==> src/rtl/pc_redirect_ctrl_pkg.sv <==
// Shared definitions for the fetch PC redirect controller: default vectors,
// FSM state encodings, next-PC select codes and the fetch-address check helper.
package pc_redirect_ctrl_pkg;

   localparam logic [31:0] RESET_PC_DEF     = 32'h0000_3000;
   localparam logic [31:0] EXC_VECTOR_DEF   = 32'h0000_4180;
   localparam logic [2:0]  FLUSH_CYCLES_DEF = 3'd1;
   localparam logic [31:0] IMEM_LO          = 32'h0000_3000;
   localparam logic [31:0] IMEM_HI          = 32'h0000_6FFF;

   typedef enum logic [1:0] {
      ST_RUN   = 2'd0,
      ST_HOLD  = 2'd1,
      ST_FLUSH = 2'd2
   } state_e;

   typedef enum logic [2:0] {
      SEL_EXC  = 3'd0,
      SEL_ERET = 3'd1,
      SEL_HOLD = 3'd2,
      SEL_BR   = 3'd3,
      SEL_SEQ  = 3'd4
   } sel_e;

   // Fetch address is bad when misaligned or outside the instruction memory window
   function automatic logic pc_addr_err(input logic [31:0] pc);
      pc_addr_err = (pc[1:0] != 2'b00) || (pc < IMEM_LO) || (pc > IMEM_HI);
   endfunction

endpackage

==> src/rtl/pc_redirect_ctrl_pc_next_sel.sv <==
// Fixed-priority next-PC multiplexer: exception > ERET > flush-sequential >
// stall hold > branch > sequential. Purely combinational.
module pc_redirect_ctrl_pc_next_sel
   import pc_redirect_ctrl_pkg::*;
#(
   parameter logic [31:0] EXC_VECTOR = EXC_VECTOR_DEF
) (
   input  logic [31:0] pc,
   input  logic        bd_cur,
   input  logic        in_flush,
   input  logic        exc_req,
   input  logic        eret_req,
   input  logic        stall,
   input  logic        br_req,
   input  logic [31:0] br_target,
   input  logic [31:0] epc,
   output logic [31:0] pc_next,
   output logic        bd_next,
   output sel_e        sel
);

   // Priority select of the next fetch address and delay-slot flag
   always_comb begin
      pc_next = pc + 32'd4;
      bd_next = 1'b0;
      sel     = SEL_SEQ;
      if (exc_req) begin
         pc_next = EXC_VECTOR;
         sel     = SEL_EXC;
      end else if (eret_req) begin
         pc_next = epc;
         sel     = SEL_ERET;
      end else if (in_flush) begin
         // stall and branch requests come from killed instructions here
         pc_next = pc + 32'd4;
         sel     = SEL_SEQ;
      end else if (stall) begin
         pc_next = pc;
         bd_next = bd_cur;
         sel     = SEL_HOLD;
      end else if (br_req) begin
         pc_next = br_target;
         bd_next = 1'b1;
         sel     = SEL_BR;
      end else begin
         pc_next = pc + 32'd4;
         sel     = SEL_SEQ;
      end
   end

endmodule

==> src/rtl/pc_redirect_ctrl.sv <==
// Fetch PC register, redirect FSM (RUN/HOLD/FLUSH) and IF/ID flush generation.
// Optional fetch address check output adel_o when PC_ALIGN_CHK_EN is defined.
module pc_redirect_ctrl
   import pc_redirect_ctrl_pkg::*;
#(
   parameter logic [31:0] RESET_PC     = RESET_PC_DEF,
   parameter logic [31:0] EXC_VECTOR   = EXC_VECTOR_DEF,
   parameter logic [2:0]  FLUSH_CYCLES = FLUSH_CYCLES_DEF
) (
   input  logic        clk,
   input  logic        reset,
   input  logic        stall_i,
   input  logic        br_req_i,
   input  logic [31:0] br_target_i,
   input  logic        exc_req_i,
   input  logic        eret_req_i,
   input  logic [31:0] epc_i,
   output logic [31:0] pc_o,
   output logic [31:0] pc8_o,
   output logic        flush_o,
   output logic        bd_o,
`ifdef PC_ALIGN_CHK_EN
   output logic        adel_o,
`endif
   output logic [1:0]  state_o
);

   logic [31:0] pc_r;
   logic [31:0] pc8_r;
   logic        bd_r;
   logic        flush_r;
   state_e      state_r;
   logic [2:0]  cnt_r;

   logic [31:0] pc_next_s;
   logic        bd_next_s;
   sel_e        sel_s;
   logic        redirect_s;
   state_e      state_nxt_s;
   logic [2:0]  cnt_nxt_s;
   logic [2:0]  cnt_dec_s;
   logic        flush_nxt_s;

   pc_redirect_ctrl_pc_next_sel #(
      .EXC_VECTOR (EXC_VECTOR)
   ) u_pc_next_sel (
      .pc        (pc_r),
      .bd_cur    (bd_r),
      .in_flush  (state_r == ST_FLUSH),
      .exc_req   (exc_req_i),
      .eret_req  (eret_req_i),
      .stall     (stall_i),
      .br_req    (br_req_i),
      .br_target (br_target_i),
      .epc       (epc_i),
      .pc_next   (pc_next_s),
      .bd_next   (bd_next_s),
      .sel       (sel_s)
   );

   assign redirect_s = (sel_s == SEL_EXC) || (sel_s == SEL_ERET);
   assign cnt_dec_s  = (cnt_r != 3'd0) ? (cnt_r - 3'd1) : 3'd0;

   // FSM next state, flush counter and registered flush value
   always_comb begin
      state_nxt_s = state_r;
      cnt_nxt_s   = cnt_r;
      flush_nxt_s = 1'b0;
      if (redirect_s) begin
         state_nxt_s = ST_FLUSH;
         cnt_nxt_s   = FLUSH_CYCLES;
         flush_nxt_s = 1'b1;
      end else begin
         case (state_r)
            ST_RUN, ST_HOLD: begin
               state_nxt_s = stall_i ? ST_HOLD : ST_RUN;
               cnt_nxt_s   = 3'd0;
            end
            ST_FLUSH: begin
               // flush_o stays up until the reloaded count has been consumed
               cnt_nxt_s   = cnt_dec_s;
               flush_nxt_s = (cnt_dec_s != 3'd0);
               state_nxt_s = (cnt_dec_s == 3'd0) ? ST_RUN : ST_FLUSH;
            end
            default: begin
               state_nxt_s = ST_RUN;
               cnt_nxt_s   = 3'd0;
            end
         endcase
      end
   end

   // PC, link address, delay-slot flag and FSM registers
   always_ff @(posedge clk or posedge reset) begin
      if (reset) begin
         pc_r    <= RESET_PC;
         pc8_r   <= RESET_PC + 32'd8;
         bd_r    <= 1'b0;
         flush_r <= 1'b0;
         state_r <= ST_RUN;
         cnt_r   <= 3'd0;
      end else begin
         pc_r    <= pc_next_s;
         pc8_r   <= pc_next_s + 32'd8;
         bd_r    <= bd_next_s;
         flush_r <= flush_nxt_s;
         state_r <= state_nxt_s;
         cnt_r   <= cnt_nxt_s;
      end
   end

`ifdef PC_ALIGN_CHK_EN
   logic adel_r;

   // Address error flag registered alongside the PC it describes
   always_ff @(posedge clk or posedge reset) begin
      if (reset) begin
         adel_r <= 1'b0;
      end else begin
         adel_r <= pc_addr_err(pc_next_s);
      end
   end

   assign adel_o = adel_r;
`endif

   assign pc_o    = pc_r;
   assign pc8_o   = pc8_r;
   assign bd_o    = bd_r;
   assign flush_o = flush_r;
   assign state_o = state_r;

endmodule
==> config.mk <==
export PLATFORM = sky130hd
export DESIGN_NAME = pc_redirect_ctrl
export DESIGN_NICKNAME = d
export VERILOG_FILES = /design/src/rtl/pc_redirect_ctrl_pkg.sv /design/src/rtl/pc_redirect_ctrl_pc_next_sel.sv /design/src/rtl/pc_redirect_ctrl.sv
export SDC_FILE = /design/constraint.sdc
export NUM_CORES = 1
export LEC_CHECK = 0
export ABC_AREA = 0
export CAP_MARGIN = 30
export CELL_PAD_IN_SITES_DETAIL_PLACEMENT = 2
export CELL_PAD_IN_SITES_GLOBAL_PLACEMENT = 2
export CORE_ASPECT_RATIO = 1.5
export CORE_MARGIN = 2
export CORE_UTILIZATION = 29
export DETAILED_ROUTE_END_ITERATION = 10
export GPL_ROUTABILITY_DRIVEN = 0
export HOLD_SLACK_MARGIN = 0.12
export PLACE_DENSITY_LB_ADDON = 0.1
export SETUP_SLACK_MARGIN = 0.3
export SYNTH_ARGS = -nofsm -noshare
export SYNTH_HDL_FRONTEND = slang
export SYNTH_HIERARCHICAL = 1
export SYNTH_SLANG_ARGS = --single-unit
==> constraint.sdc <==
create_clock -name clk -period 4.9 [get_ports clk]
set_input_delay 0.735 -clock clk [delete_from_list [all_inputs] [get_ports clk]]
set_output_delay 0.735 -clock clk [all_outputs]
set_load 0.01 [all_outputs]
==> results.yml <==
routing:
  dr.first_iter.drc_count: 81
  vias_per_cell: 5.36
  vias: 3892
  drt_first_pass_iters: 4
  ant_nets: 0
  drc: 0
  wl_um: 16000
  wl_per_cell_um: 22.0
cts:
  post_cts_buffers: 0
  ctsHoldBuffers: 0
  clk_pin_slew_ps: 60
  htreeDepth: 3
  clock-sinks: 68
  insertion_delay_ps: 340
  cts_tree: "yes"
  root_buffer: "clkbuf_16"
  cts_buffers: 9
  cts_buffer_depth: 2
  cts_resized: 0
hold_path:
  holdPathStages: 1
  hold_end: "state_o[0]"
  min-delay-start: "state_o[1]"
  hold_class: "reg2reg"
timing:
  slew_violations: 0
  clock.fmax_mhz: 237
  rsz0062_at_grt: "false"
  worstMarginPinSlew_ps: 883
  hold_viol: 0
  max_slew_margin_pct: 40.5
  setup_violations: 0
  setup_ws_ps: 689
  period_needed_ps: 4210
  tns_ps: 0
  fin_skew_ps: 4.53
  layout_worst_path_cycle_share_pct: 85.9
final_layout:
  final_core_util_pct: 43.4
  antenna_cells: 0
  finalNetCount: 633
  fillCellCount: 1520
  layout-drive-gt1-share_pct: 10.1
  area_delta_synth_final_pct: 47.3
die:
  row_count: 52
  initial_core_util_pct: 29.5
  ios: 138
  core-area_um2: 13400
  die_w_um: 99.3
  dieArea_um2: 14600
  dieHeight_um: 147
power_and_ir_drop:
  power.leakage_nw: 2.29
  vdd_ir_drop_max_mv: 0.136
  power_density_nw_per_um2: 304
setup_path:
  reg2reg_depth: 10
  critPathMaxFanout: 13
  critPathArrivalTime_ps: 4410
  r2r_end: "pc8_o[26]"
  cp.required_ps: 5100
  cp-start-kind: "flip-flop"
  critPathKind: "reg2reg"
  r2r_start: "pc8_o[2]"
  end_kind: "flip-flop"
  rrSetupSlack_ps: 690
global_route:
  first_global_vias: 4436
  grt_pass1_wl_um: 25000
  antenna_found_initial: 0
  grt_max_degree: 36
  grt_overflow: 0
  grt_usage_pct: 22.4
outcome:
  outcome: "finished, final reports clean"
logic_synthesis:
  avgSynthCellArea_um2: 9.29
  synth_fp_nets: 499
  yosysWarnings: 6
  syn_area_um2: 3950
  netlist_instances: 425
place:
  io_buffer_count: 137
  dp_hpwl_um: 12200
  pre_cts_ws_ps: 771
run:
  cap_violations: 0
worst max-delay path: stages, from the launching register on:
cell and delay, ps:
dfrtp_1 480, ha_1 290, and4_1 440, nand4_1 620
xnor2_1 360, nor2_1 70, o21ai_0 560, nand4_1 300
nor3_2 520, nand4_1 230, xnor2_1 190
worst max-delay path by stage:
stage,startpoint,endpoint,cells past startpoint
2_1_floorplan,state_o[0],pc8_o[17],12
3_3_place_gp,pc8_o[2],pc8_o[26],10
3_5_place_dp,stall_i,pc8_o[26],8
4_1_cts,pc8_o[2],pc8_o[26],10
5_1_grt,pc8_o[2],pc8_o[26],10
6_report,pc8_o[2],pc8_o[26],10
stage by stage:
step	hold WS, ps	power (W)	instances	instance area, um2
after global placement	458	0.00104	710	5480
after CTS	485	0.00179	726	5810
after global routing	517	0.00184	726	5810
after floorplan	484	0.000823	425	3950
final	473	0.00177	726	5810
after detailed placement	471	0.00105	710	5480
flip-flops by register name, summed over array words and instances (netlist names):
name	cells
pc_o	29
cnt_r	3
state_o	2
pc8_o	32
bd_o	1
flush_o	1
where the power goes:
part	switching [W]	internal, W
clock network	0.000246	0.000487
logic	0.000182	0.000192
registers	0.0000516	0.000610
layout make-up:
type | count | area (um2) | area share, %
multi-input combinational | 314 | 2040 | 35.0
sequential | 68 | 1710 | 29.4
timing repair buffer | 150 | 1470 | 25.3
clock buffer | 13 | 270 | 4.65
tap | 162 | 203 | 3.49
clock inverter | 3 | 67.6 | 1.16
inverter | 16 | 60.1 | 1.03
metal layers:
metal	track usage, %	wire (um)	part of all wire [%]	vias to the layer above
met5	0	0	0	-
met4	6.51	212	1.3	0
met3	3.71	609	3.8	11
met2	43.2	9220	58	106
met1	24.7	5960	37	1964
li1	-	-	-	1811
cell usage in the layout (no fill, tap or decap), drive strengths merged, types with 3 or more instances in the layout:
cell type,count
clkdlybuf4s50,137
dfrtp,63
nand2,43
xnor2,30
nor2,29
o21ai,25
o221ai,21
nand3,20
nand4,20
a21oi,17
inv,16
buf,13
clkbuf,13
nor3,11
xor2,9
nor4,8
or3,8
a31oi,6
and3,6
dfstp,5
a21o,5
and4,5
or2,4
nand2b,4
nor3b,4
ha,4
mux2i,4
and2,3
o21a,3
o22ai,3
o31ai,3
a221oi,3
or4,3
o31a,3
(Power assumes the default switching activity.)
